--- src/rtl/alu_arbiter_if.sv ---
// Bundle of the two requester channels, the shared-ALU operand/result path and status
// for alu_arbiter. The arbiter uses the slave modport; requesters and the ALU use master.
//
// Handshake rule for every channel: a transfer happens on the rising clk edge where
// valid and ready are both 1. The source holds valid and its payload stable until then.
interface alu_arbiter_if #(
  parameter int DW   = 4,
  parameter int CW   = 2,
  parameter int OW   = 2,
  parameter int CNTW = 8
);
  logic            req0_valid, req0_ready;
  logic [DW-1:0]   req0_a, req0_b;
  logic [CW-1:0]   req0_c;
  logic [OW-1:0]   req0_op;
  logic            req1_valid, req1_ready;
  logic [DW-1:0]   req1_a, req1_b;
  logic [CW-1:0]   req1_c;
  logic [OW-1:0]   req1_op;
  logic [DW-1:0]   alu_inA, alu_inB, alu_ans;
  logic [CW-1:0]   alu_inC;
  logic [OW-1:0]   alu_op;
  logic            rsp0_valid, rsp0_ready;
  logic [DW-1:0]   rsp0_data;
  logic            rsp1_valid, rsp1_ready;
  logic [DW-1:0]   rsp1_data;
  logic            busy;
  logic [CNTW-1:0] done_cnt0, done_cnt1;
  logic [1:0]      dbgState;

  modport slave (
    input  req0_valid, req0_a, req0_b, req0_c, req0_op,
    input  req1_valid, req1_a, req1_b, req1_c, req1_op,
    output req0_ready, req1_ready,
    output alu_inA, alu_inB, alu_inC, alu_op,
    input  alu_ans,
    output rsp0_valid, rsp0_data, rsp1_valid, rsp1_data,
    input  rsp0_ready, rsp1_ready,
    output busy, done_cnt0, done_cnt1, dbgState
  );

  modport master (
    output req0_valid, req0_a, req0_b, req0_c, req0_op,
    output req1_valid, req1_a, req1_b, req1_c, req1_op,
    input  req0_ready, req1_ready,
    input  alu_inA, alu_inB, alu_inC, alu_op,
    output alu_ans,
    input  rsp0_valid, rsp0_data, rsp1_valid, rsp1_data,
    output rsp0_ready, rsp1_ready,
    input  busy, done_cnt0, done_cnt1, dbgState
  );
endinterface

--- src/rtl/alu_arbiter.sv ---
// Round-robin sharing of one combinational ALU between two requesters: accept one
// operation, drive the ALU from registered operands for a cycle, return the result.
module alu_arbiter #(
  parameter int DW   = 4,
  parameter int CW   = 2,
  parameter int OW   = 2,
  parameter int CNTW = 8
) (
  input logic          clk,
  input logic          reset,
  alu_arbiter_if.slave bus
);

  typedef enum logic [1:0] {
    IDLE = 2'd0,
    EXEC = 2'd1,
    RESP = 2'd2
  } state_t;

  state_t          state;
  logic            owner;
  logic            lastGrant;
  logic            grant0, grant1;
  logic [DW-1:0]   selA, selB;
  logic [CW-1:0]   selC;
  logic [OW-1:0]   selOp;
  logic [CNTW-1:0] doneCnt0, doneCnt1;

  // On a tie the port that did not win last time is granted.
  always_comb begin
    grant0 = 1'b0;
    grant1 = 1'b0;
    if (state == IDLE) begin
      if (bus.req0_valid && bus.req1_valid) begin
        grant0 = lastGrant;
        grant1 = !lastGrant;
      end else begin
        grant0 = bus.req0_valid;
        grant1 = bus.req1_valid;
      end
    end
    selA  = grant1 ? bus.req1_a  : bus.req0_a;
    selB  = grant1 ? bus.req1_b  : bus.req0_b;
    selC  = grant1 ? bus.req1_c  : bus.req0_c;
    selOp = grant1 ? bus.req1_op : bus.req0_op;
  end

  assign bus.req0_ready = grant0;
  assign bus.req1_ready = grant1;
  assign bus.busy       = (state != IDLE);
  assign bus.done_cnt0  = doneCnt0;
  assign bus.done_cnt1  = doneCnt1;
  assign bus.dbgState   = state;

  always_ff @(posedge clk) begin
    if (!reset) begin
      state          <= IDLE;
      owner          <= 1'b0;
      lastGrant      <= 1'b1;
      bus.alu_inA    <= '0;
      bus.alu_inB    <= '0;
      bus.alu_inC    <= '0;
      bus.alu_op     <= '0;
      bus.rsp0_valid <= 1'b0;
      bus.rsp1_valid <= 1'b0;
      bus.rsp0_data  <= '0;
      bus.rsp1_data  <= '0;
      doneCnt0       <= '0;
      doneCnt1       <= '0;
    end else begin
      case (state)
        IDLE: begin
          if (grant0 || grant1) begin
            bus.alu_inA <= selA;
            bus.alu_inB <= selB;
            bus.alu_inC <= selC;
            bus.alu_op  <= selOp;
            owner       <= grant1;
            lastGrant   <= grant1;
            state       <= EXEC;
          end
        end
        EXEC: begin
          // The per-port data register doubles as the result capture.
          if (owner) begin
            bus.rsp1_valid <= 1'b1;
            bus.rsp1_data  <= bus.alu_ans;
          end else begin
            bus.rsp0_valid <= 1'b1;
            bus.rsp0_data  <= bus.alu_ans;
          end
          state <= RESP;
        end
        RESP: begin
          if (owner && bus.rsp1_ready) begin
            bus.rsp1_valid <= 1'b0;
            doneCnt1       <= doneCnt1 + 1'b1;
            state          <= IDLE;
          end else if (!owner && bus.rsp0_ready) begin
            bus.rsp0_valid <= 1'b0;
            doneCnt0       <= doneCnt0 + 1'b1;
            state          <= IDLE;
          end
        end
        default: state <= IDLE;
      endcase
    end
  end

endmodule

--- src/flat_wrapper.sv ---
// flat-port wrapper written by rule: the top's interface ports become plain ports
module alu_arbiter_flat 
#(
  parameter int DW   = 4,
  parameter int CW   = 2,
  parameter int OW   = 2,
  parameter int CNTW = 8
)
  (clk, reset, bus_req0_valid, bus_req0_a, bus_req0_b, bus_req0_c, bus_req0_op, bus_req1_valid, bus_req1_a, bus_req1_b, bus_req1_c, bus_req1_op, bus_req0_ready, bus_req1_ready, bus_alu_inA, bus_alu_inB, bus_alu_inC, bus_alu_op, bus_alu_ans, bus_rsp0_valid, bus_rsp0_data, bus_rsp1_valid, bus_rsp1_data, bus_rsp0_ready, bus_rsp1_ready, bus_busy, bus_done_cnt0, bus_done_cnt1, bus_dbgState);
  alu_arbiter_if #(.DW(DW), .CW(CW), .OW(OW), .CNTW(CNTW)) bus_i ();
  input logic clk;
  input logic reset;
  input wire logic [$bits(bus_i.req0_valid)-1:0] bus_req0_valid;
  input wire logic [$bits(bus_i.req0_a)-1:0] bus_req0_a;
  input wire logic [$bits(bus_i.req0_b)-1:0] bus_req0_b;
  input wire logic [$bits(bus_i.req0_c)-1:0] bus_req0_c;
  input wire logic [$bits(bus_i.req0_op)-1:0] bus_req0_op;
  input wire logic [$bits(bus_i.req1_valid)-1:0] bus_req1_valid;
  input wire logic [$bits(bus_i.req1_a)-1:0] bus_req1_a;
  input wire logic [$bits(bus_i.req1_b)-1:0] bus_req1_b;
  input wire logic [$bits(bus_i.req1_c)-1:0] bus_req1_c;
  input wire logic [$bits(bus_i.req1_op)-1:0] bus_req1_op;
  output wire logic [$bits(bus_i.req0_ready)-1:0] bus_req0_ready;
  output wire logic [$bits(bus_i.req1_ready)-1:0] bus_req1_ready;
  output wire logic [$bits(bus_i.alu_inA)-1:0] bus_alu_inA;
  output wire logic [$bits(bus_i.alu_inB)-1:0] bus_alu_inB;
  output wire logic [$bits(bus_i.alu_inC)-1:0] bus_alu_inC;
  output wire logic [$bits(bus_i.alu_op)-1:0] bus_alu_op;
  input wire logic [$bits(bus_i.alu_ans)-1:0] bus_alu_ans;
  output wire logic [$bits(bus_i.rsp0_valid)-1:0] bus_rsp0_valid;
  output wire logic [$bits(bus_i.rsp0_data)-1:0] bus_rsp0_data;
  output wire logic [$bits(bus_i.rsp1_valid)-1:0] bus_rsp1_valid;
  output wire logic [$bits(bus_i.rsp1_data)-1:0] bus_rsp1_data;
  input wire logic [$bits(bus_i.rsp0_ready)-1:0] bus_rsp0_ready;
  input wire logic [$bits(bus_i.rsp1_ready)-1:0] bus_rsp1_ready;
  output wire logic [$bits(bus_i.busy)-1:0] bus_busy;
  output wire logic [$bits(bus_i.done_cnt0)-1:0] bus_done_cnt0;
  output wire logic [$bits(bus_i.done_cnt1)-1:0] bus_done_cnt1;
  output wire logic [$bits(bus_i.dbgState)-1:0] bus_dbgState;
  assign bus_i.req0_valid = bus_req0_valid;
  assign bus_i.req0_a = bus_req0_a;
  assign bus_i.req0_b = bus_req0_b;
  assign bus_i.req0_c = bus_req0_c;
  assign bus_i.req0_op = bus_req0_op;
  assign bus_i.req1_valid = bus_req1_valid;
  assign bus_i.req1_a = bus_req1_a;
  assign bus_i.req1_b = bus_req1_b;
  assign bus_i.req1_c = bus_req1_c;
  assign bus_i.req1_op = bus_req1_op;
  assign bus_req0_ready = bus_i.req0_ready;
  assign bus_req1_ready = bus_i.req1_ready;
  assign bus_alu_inA = bus_i.alu_inA;
  assign bus_alu_inB = bus_i.alu_inB;
  assign bus_alu_inC = bus_i.alu_inC;
  assign bus_alu_op = bus_i.alu_op;
  assign bus_i.alu_ans = bus_alu_ans;
  assign bus_rsp0_valid = bus_i.rsp0_valid;
  assign bus_rsp0_data = bus_i.rsp0_data;
  assign bus_rsp1_valid = bus_i.rsp1_valid;
  assign bus_rsp1_data = bus_i.rsp1_data;
  assign bus_i.rsp0_ready = bus_rsp0_ready;
  assign bus_i.rsp1_ready = bus_rsp1_ready;
  assign bus_busy = bus_i.busy;
  assign bus_done_cnt0 = bus_i.done_cnt0;
  assign bus_done_cnt1 = bus_i.done_cnt1;
  assign bus_dbgState = bus_i.dbgState;
  alu_arbiter #(.DW(DW), .CW(CW), .OW(OW), .CNTW(CNTW)) u_core (.clk(clk), .reset(reset), .bus(bus_i));
endmodule
--- config.mk ---
export PLATFORM = sky130hd
export DESIGN_NAME = alu_arbiter_flat
export DESIGN_NICKNAME = d
export VERILOG_FILES = /design/src/rtl/alu_arbiter_if.sv /design/src/rtl/alu_arbiter.sv /design/src/flat_wrapper.sv
export SDC_FILE = /design/constraint.sdc
export NUM_CORES = 1
export LEC_CHECK = 0
export CAP_MARGIN = 20
export CORE_MARGIN = 3
export CORE_UTILIZATION = 45
export CTS_CLUSTER_SIZE = 40
export DETAILED_ROUTE_END_ITERATION = 10
export GPL_TIMING_DRIVEN = 1
export PLACE_DENSITY = 0.88
export SLEW_MARGIN = 20
export SYNTH_ARGS = -nofsm -noshare
export SYNTH_HDL_FRONTEND = slang
export SYNTH_SLANG_ARGS = --single-unit
--- constraint.sdc ---
create_clock -name clk -period 4.7 [get_ports clk]
set_clock_uncertainty 0.15 [all_clocks]
set_input_delay 0.705 -clock clk [delete_from_list [all_inputs] [get_ports clk]]
set_output_delay 0.705 -clock clk [all_outputs]
set_load 0.02 [all_outputs]
==> flow_summary.yaml, run 1 <==
sta:
  worst_slack_ns: 1.496
  min_period_ns: 3.204
  fin_setup_tns_ns: 0
  hold_viol: 0
  slew_viol_final: 0
  whs_ns: 0.3120
  setup_viol: 0
  finalCritPeriodShare: 0.6817
  rsz0062_at_grt: "false"
  clock.fmax_mhz: 312.1
  relSlewSlack: 0.5923
  worst_pin_slew_ns: 0.6107
cells_and_area:
  nets: 317
  drive_gt1_frac: 0.05036
  num_antenna_cells: 0
  syn2layout_area_growth_pct: 48.69
placement:
  place_congestion: 0.7741
  dp_slack_ns: 1.505
  io_buffers: 76
  dp_hpwl_um: 3565
pwr:
  power_density_nw_per_um2: 429.6
  p_switching_uw: 411.2
  clkPwrFrac: 0.225
  p_int_uw: 780.5
  p_sw_frac: 0.3450
  comb_power_share: 0.395
  p_leak_uw: 0.001012
  power.total_uw: 1192
  ir_drop_uv: 233.1
  seq_power_share: 0.380
synthesis:
  syn_nets: 241
  syn_area_um2: 1866
  async_flop_share: 0
  netlist.area_leader.share: 0.4507
  yosysUniqueCellTypes: 35
  synthCells: 201
  synth-edff-count: 0
  ys_seq_elements: 42
  ys.warnings.count: 0
  avgSynthCellArea_um2: 9.281
  synth_flop_cell: "dfxtp_1"
  ys_top_cells_by_area: "dfxtp_1 (45%), a32oi_1 (6.1%), mux2i_1 (5.9%), o2bb2ai_1 (5.6%), nand2_1 (4.6%)"
  netlist.top_cell.by_area: "dfxtp_1"
  yosysSeqAreaShare: 0.4507
grt:
  antenna_found_initial: 0
  grt_first_pass_wirelength_um: 8162
  grt.overflow.total: 0
  grt_pass1_vias: 1729
  track_usage: 0.2029
  grt_start_max_net_pins: 37
flow_run:
  drv_cap: 0
floorplan:
  coreArea_um2: 3826
  start_util: 0.4876
  dieArea_um2: 4954
  die_height_um: 70.39
  io_pins: 77
  die_w_um: 70.39
  rows: 22
routing:
  routed_wl_um: 4891
  antenna_left: 0
  wl_per_cell_um: 15.00
  dr_total_vias: 1799
  drtIter0Drc: 111
  remaining_drc_errors: 0
  drt_first_pass_iters: 4
  viasPerCell: 5.518
clock_network:
  ctsHoldBuffers: 0
  clock_latency_ns: 0.30
  cts_max_path_buffers: 2
  post-cts-setup-buffer-count: 0
  cts_tree: "yes"
  cts_resized: 0
  clkTransAtPathRegs_ns: 0.07
  clock-sinks: 42
  numCtsBuffers: 5
  root_buffer: "clkbuf_8"
  htreeDepth: 2
hold_path:
  hold_path_class: "reg -> reg"
worst_setup_path:
  required_ns: 3.85
  path_max_fanout: 13
  end_kind: "primary output"
  worstSetupPathType: "in -> out"
  startpoint_type: "input pin"
  arrival_ns: 2.35
outcome:
  status: "finished, final reports clean"
==> cell usage after synthesis (all sizes together), types with 5 or more instances <==
master and instances:
a21oi 14, a32oi 13, clkbuf 6, dfxtp 42, ha 6, inv 8
mux2i 11, nand2 23, nand2b 5, nand3 12, nor2 10, o21ai 5
o2bb2ai 12
==> power groups by stage <==
stage | Clock [µW] | Combinational [µW] | Sequential (µW)
6_report | 268 | 471 | 453
5_1_grt | 293 | 508 | 462
4_1_cts | 271 | 474 | 453
3_5_place_dp | 0 | 471 | 461
3_3_place_gp | 0 | 461 | 459
2_1_floorplan | 0 | 212 | 513
==> sequential cells by signal, indices dropped and copies added, names as in the netlist, 2 cells and up <==
name	cells
u_core.bus.alu_op	2
u_core.bus.alu_inA	4
u_core.bus.rsp1_data	4
u_core.bus.done_cnt0	8
u_core.bus.alu_inC	2
u_core.bus.alu_inB	4
u_core.bus.dbgState	2
u_core.bus.done_cnt1	8
u_core.bus.rsp0_data	4
==> layout make-up <==
type	instances	area, µm²
sequential	42	840.8
inverter	8	30.03
timing repair buffer	79	783.3
clock buffer	8	110.1
fill	293	1052
multi-input combinational	141	949.7
tap	48	60.06
==> critical path, stage by stage <==
cell and delay, ns:
clkdlybuf4s50_1 0.46, nand2_1 0.38, nand2_1 0.13, inv_1 0.07, clkdlybuf4s50_1 0.60
==> cells by family after synthesis <==
family / after synthesis / synth area share
mux: 11 / 0.05902
fa+ha+maj: 6 / 0.04024
simple gates: 69 / 0.1938
compound gates: 52 / 0.2019
xor+xnor: 3 / 0.01409
flops: 42 / 0.4507
buf+inv: 18 / 0.04024
==> worst paths after layout <==
check                       endpoint                     from  slack, ns  cells past startpoint
min          u_core.bus.rsp1_data[1]  u_core.bus.rsp1_data[1]       0.31                      2
min reg2reg  u_core.bus.rsp1_data[1]  u_core.bus.rsp1_data[1]       0.31                      2
max                   bus_req1_ready           bus_req0_valid       1.50                      5
max reg2reg  u_core.bus.done_cnt1[7]   u_core.bus.dbgState[0]       2.76                      5
==> layout by cell type (no fill, tap or decap), types with 2 or more instances in the layout <==
cell type        netlist  routed
inv_1                  7       7
clkbuf_8               0       8
xnor2_1                2       2
ha_1                   6       6
a21oi_1               14      14
or4_1                  4       4
nand4_1                3       3
clkdlybuf4s50_1        0      76
nor3_1                 2       2
nor2b_1                2       2
or3_1                  2       2
mux2i_1               11      11
dfxtp_1               42      42
o2bb2ai_1             12      12
nand2_1               23      23
buf_4                  1       3
nor2_1                10      10
a32oi_1               13      13
o21ai_0                5       5
o31ai_1                4       4
nand2b_1               5       5
nand3_1               11      11
==> through the flow <==
step,std cells,cell area (µm²),util
2_1_floorplan,201,1866,-
6_report,326,2774,0.7250
3_5_place_dp,318,2664,0.6962
5_1_grt,326,2774,0.7250
4_1_cts,326,2774,0.7250
3_3_place_gp,318,2664,0.6962
==> routing by layer <==
layer | vias to the layer above | wire length (µm) | global-route usage
li1 | 890 | - | -
met1 | 858 | 2087 | 0.2613
met2 | 45 | 2501 | 0.3295
met3 | 6 | 234 | 0.04892
met4 | 0 | 68 | 0.07021
met5 | - | 0 | 0
(Power assumes the default switching activity.)
==> run 2: changes to the inputs <==
Settings changed: CORE_UTILIZATION 45 to 42, PLACE_DENSITY 0.88 to 0.84.
Clock period 4.7 ns to 3.2 ns, I/O delays scaled along.
==> flow_summary.yaml, run 2 (synthesized netlist as in run 1, its figures left out) <==
outcome:
  status: "finished, final reports clean"
routing:
  drtIter0Drc: 53
  antenna_left: 0
  viasPerCell: 5.400
  remaining_drc_errors: 0
  dr_total_vias: 1782
  drt_first_pass_iters: 4
  routed_wl_um: 4812
  wl_per_cell_um: 14.58
clock_network:
  cts_max_path_buffers: 2
  clock-sinks: 42
  clkTransAtPathRegs_ns: 0.07
  post-cts-setup-buffer-count: 0
  root_buffer: "clkbuf_8"
  ctsHoldBuffers: 0
  cts_tree: "yes"
  clock_latency_ns: 0.29
  numCtsBuffers: 5
  htreeDepth: 2
  cts_resized: 0
worst_setup_path:
  worstSetupPathType: "reg -> out"
  arrival_ns: 1.92
  path_max_fanout: 6
  end_kind: "primary output"
  required_ns: 2.57
  startpoint_type: "flip-flop"
pwr:
  p_leak_uw: 0.001007
  ir_drop_uv: 394.1
  power_density_nw_per_um2: 607.4
grt:
  grt.overflow.total: 0
  grt_start_max_net_pins: 36
  grt_use_met1: 0.2440
  busiest_layer: "met2"
  gr-usage-met3: 0.05785
  grt_first_pass_wirelength_um: 8197
  antenna_found_initial: 0
  track_usage: 0.1978
  grt_pass1_vias: 1786
  grtUsageMet2: 0.3257
floorplan:
  dieArea_um2: 5277
  rows: 23
  io_pins: 77
  start_util: 0.4502
  die_height_um: 72.65
  die_w_um: 72.65
  coreArea_um2: 4144
placement:
  place_congestion: 0.8059
  io_buffers: 76
  placedCellCount: 323
  dp_hpwl_um: 3510
sta:
  slew_viol_final: 0
  min_period_ns: 2.554
  setup_viol: 0
  finalCritPeriodShare: 0.7982
  clock.fmax_mhz: 391.5
  worst_pin_slew_ns: 0.5344
  relSlewSlack: 0.6432
  hold_viol: 0
  rsz0062_at_grt: "false"
  fin_setup_tns_ns: 0
cells_and_area:
  final_cell_mix: "clkdlybuf4s50_1 (76), dfxtp_1 (42), nand2_1 (23)"
  drive_gt1_frac: 0.05000
  final-instance-count-excl-fill: 330
  mostFrequentLayoutCell: "clkdlybuf4s50_1"
  nets: 320
  syn2layout_area_growth_pct: 48.22
  num_antenna_cells: 0
flow_run:
  drv_cap: 0
hold_path:
  hold_path_class: "reg -> reg"
## run 2: cell types whose count changed in the layout (fill, tap and decap cells not counted)
| cell | delta |
|---|---|
| clkbuf_1 | +2 |
| clkbuf_8 | -3 |
| buf_4 | +3 |
## run 2: area by class of cell
cell class	instances	area (µm²)
tap	50	62.56
clock buffer	7	76.32
fill	366	1379
sequential	42	840.8
inverter	8	30.03
timing repair buffer	82	805.8
multi-input combinational	141	949.7
## run 2: worst paths after layout
kind / slack [ns] / from / end / cells past startpoint
min: 0.30 / u_core.bus.rsp1_data[2] / u_core.bus.rsp1_data[2] / 2
max reg2reg: 1.30 / u_core.bus.dbgState[0] / u_core.bus.done_cnt1[5] / 5
min reg2reg: 0.30 / u_core.bus.rsp1_data[2] / u_core.bus.rsp1_data[2] / 2
max: 0.65 / u_core.bus.dbgState[0] / bus_req1_ready / 6
## run 2: stage by stage
step                setup WS (ns)  utilization  total power, µW  area [µm²]  hold slack (ns)
floorplan                   1.177            -             1065        1866           0.3522
global placement           0.7163       0.6489             1363        2689           0.2975
detailed placement         0.6923       0.6489             1371        2689           0.2985
CTS                        0.6324       0.6673             1694        2765           0.3086
global route               0.5082       0.6673             1791        2765           0.3352
finish                     0.6458       0.6673             1680        2765           0.3037
## run 2: per-layer routing
layer  up-vias  wire, µm
li1        897         -
met1       819      2084
met2        59      2339
met3         7       309
met4         0        79
met5         -         0
## run 2: worst max-delay path, cell delays in order (launching register included)
cell	delay, ns
dfxtp_1	0.34
inv_1	0.11
ha_1	0.25
and2_0	0.19
nand2_1	0.09
inv_1	0.05
clkdlybuf4s50_1	0.61
## run 2: power by group
group	switching [µW]	internal, µW	leakage [µW]
Clock	167	150	0.0000383
Sequential	61.9	604	0.000342
Combinational	366	330	0.000627
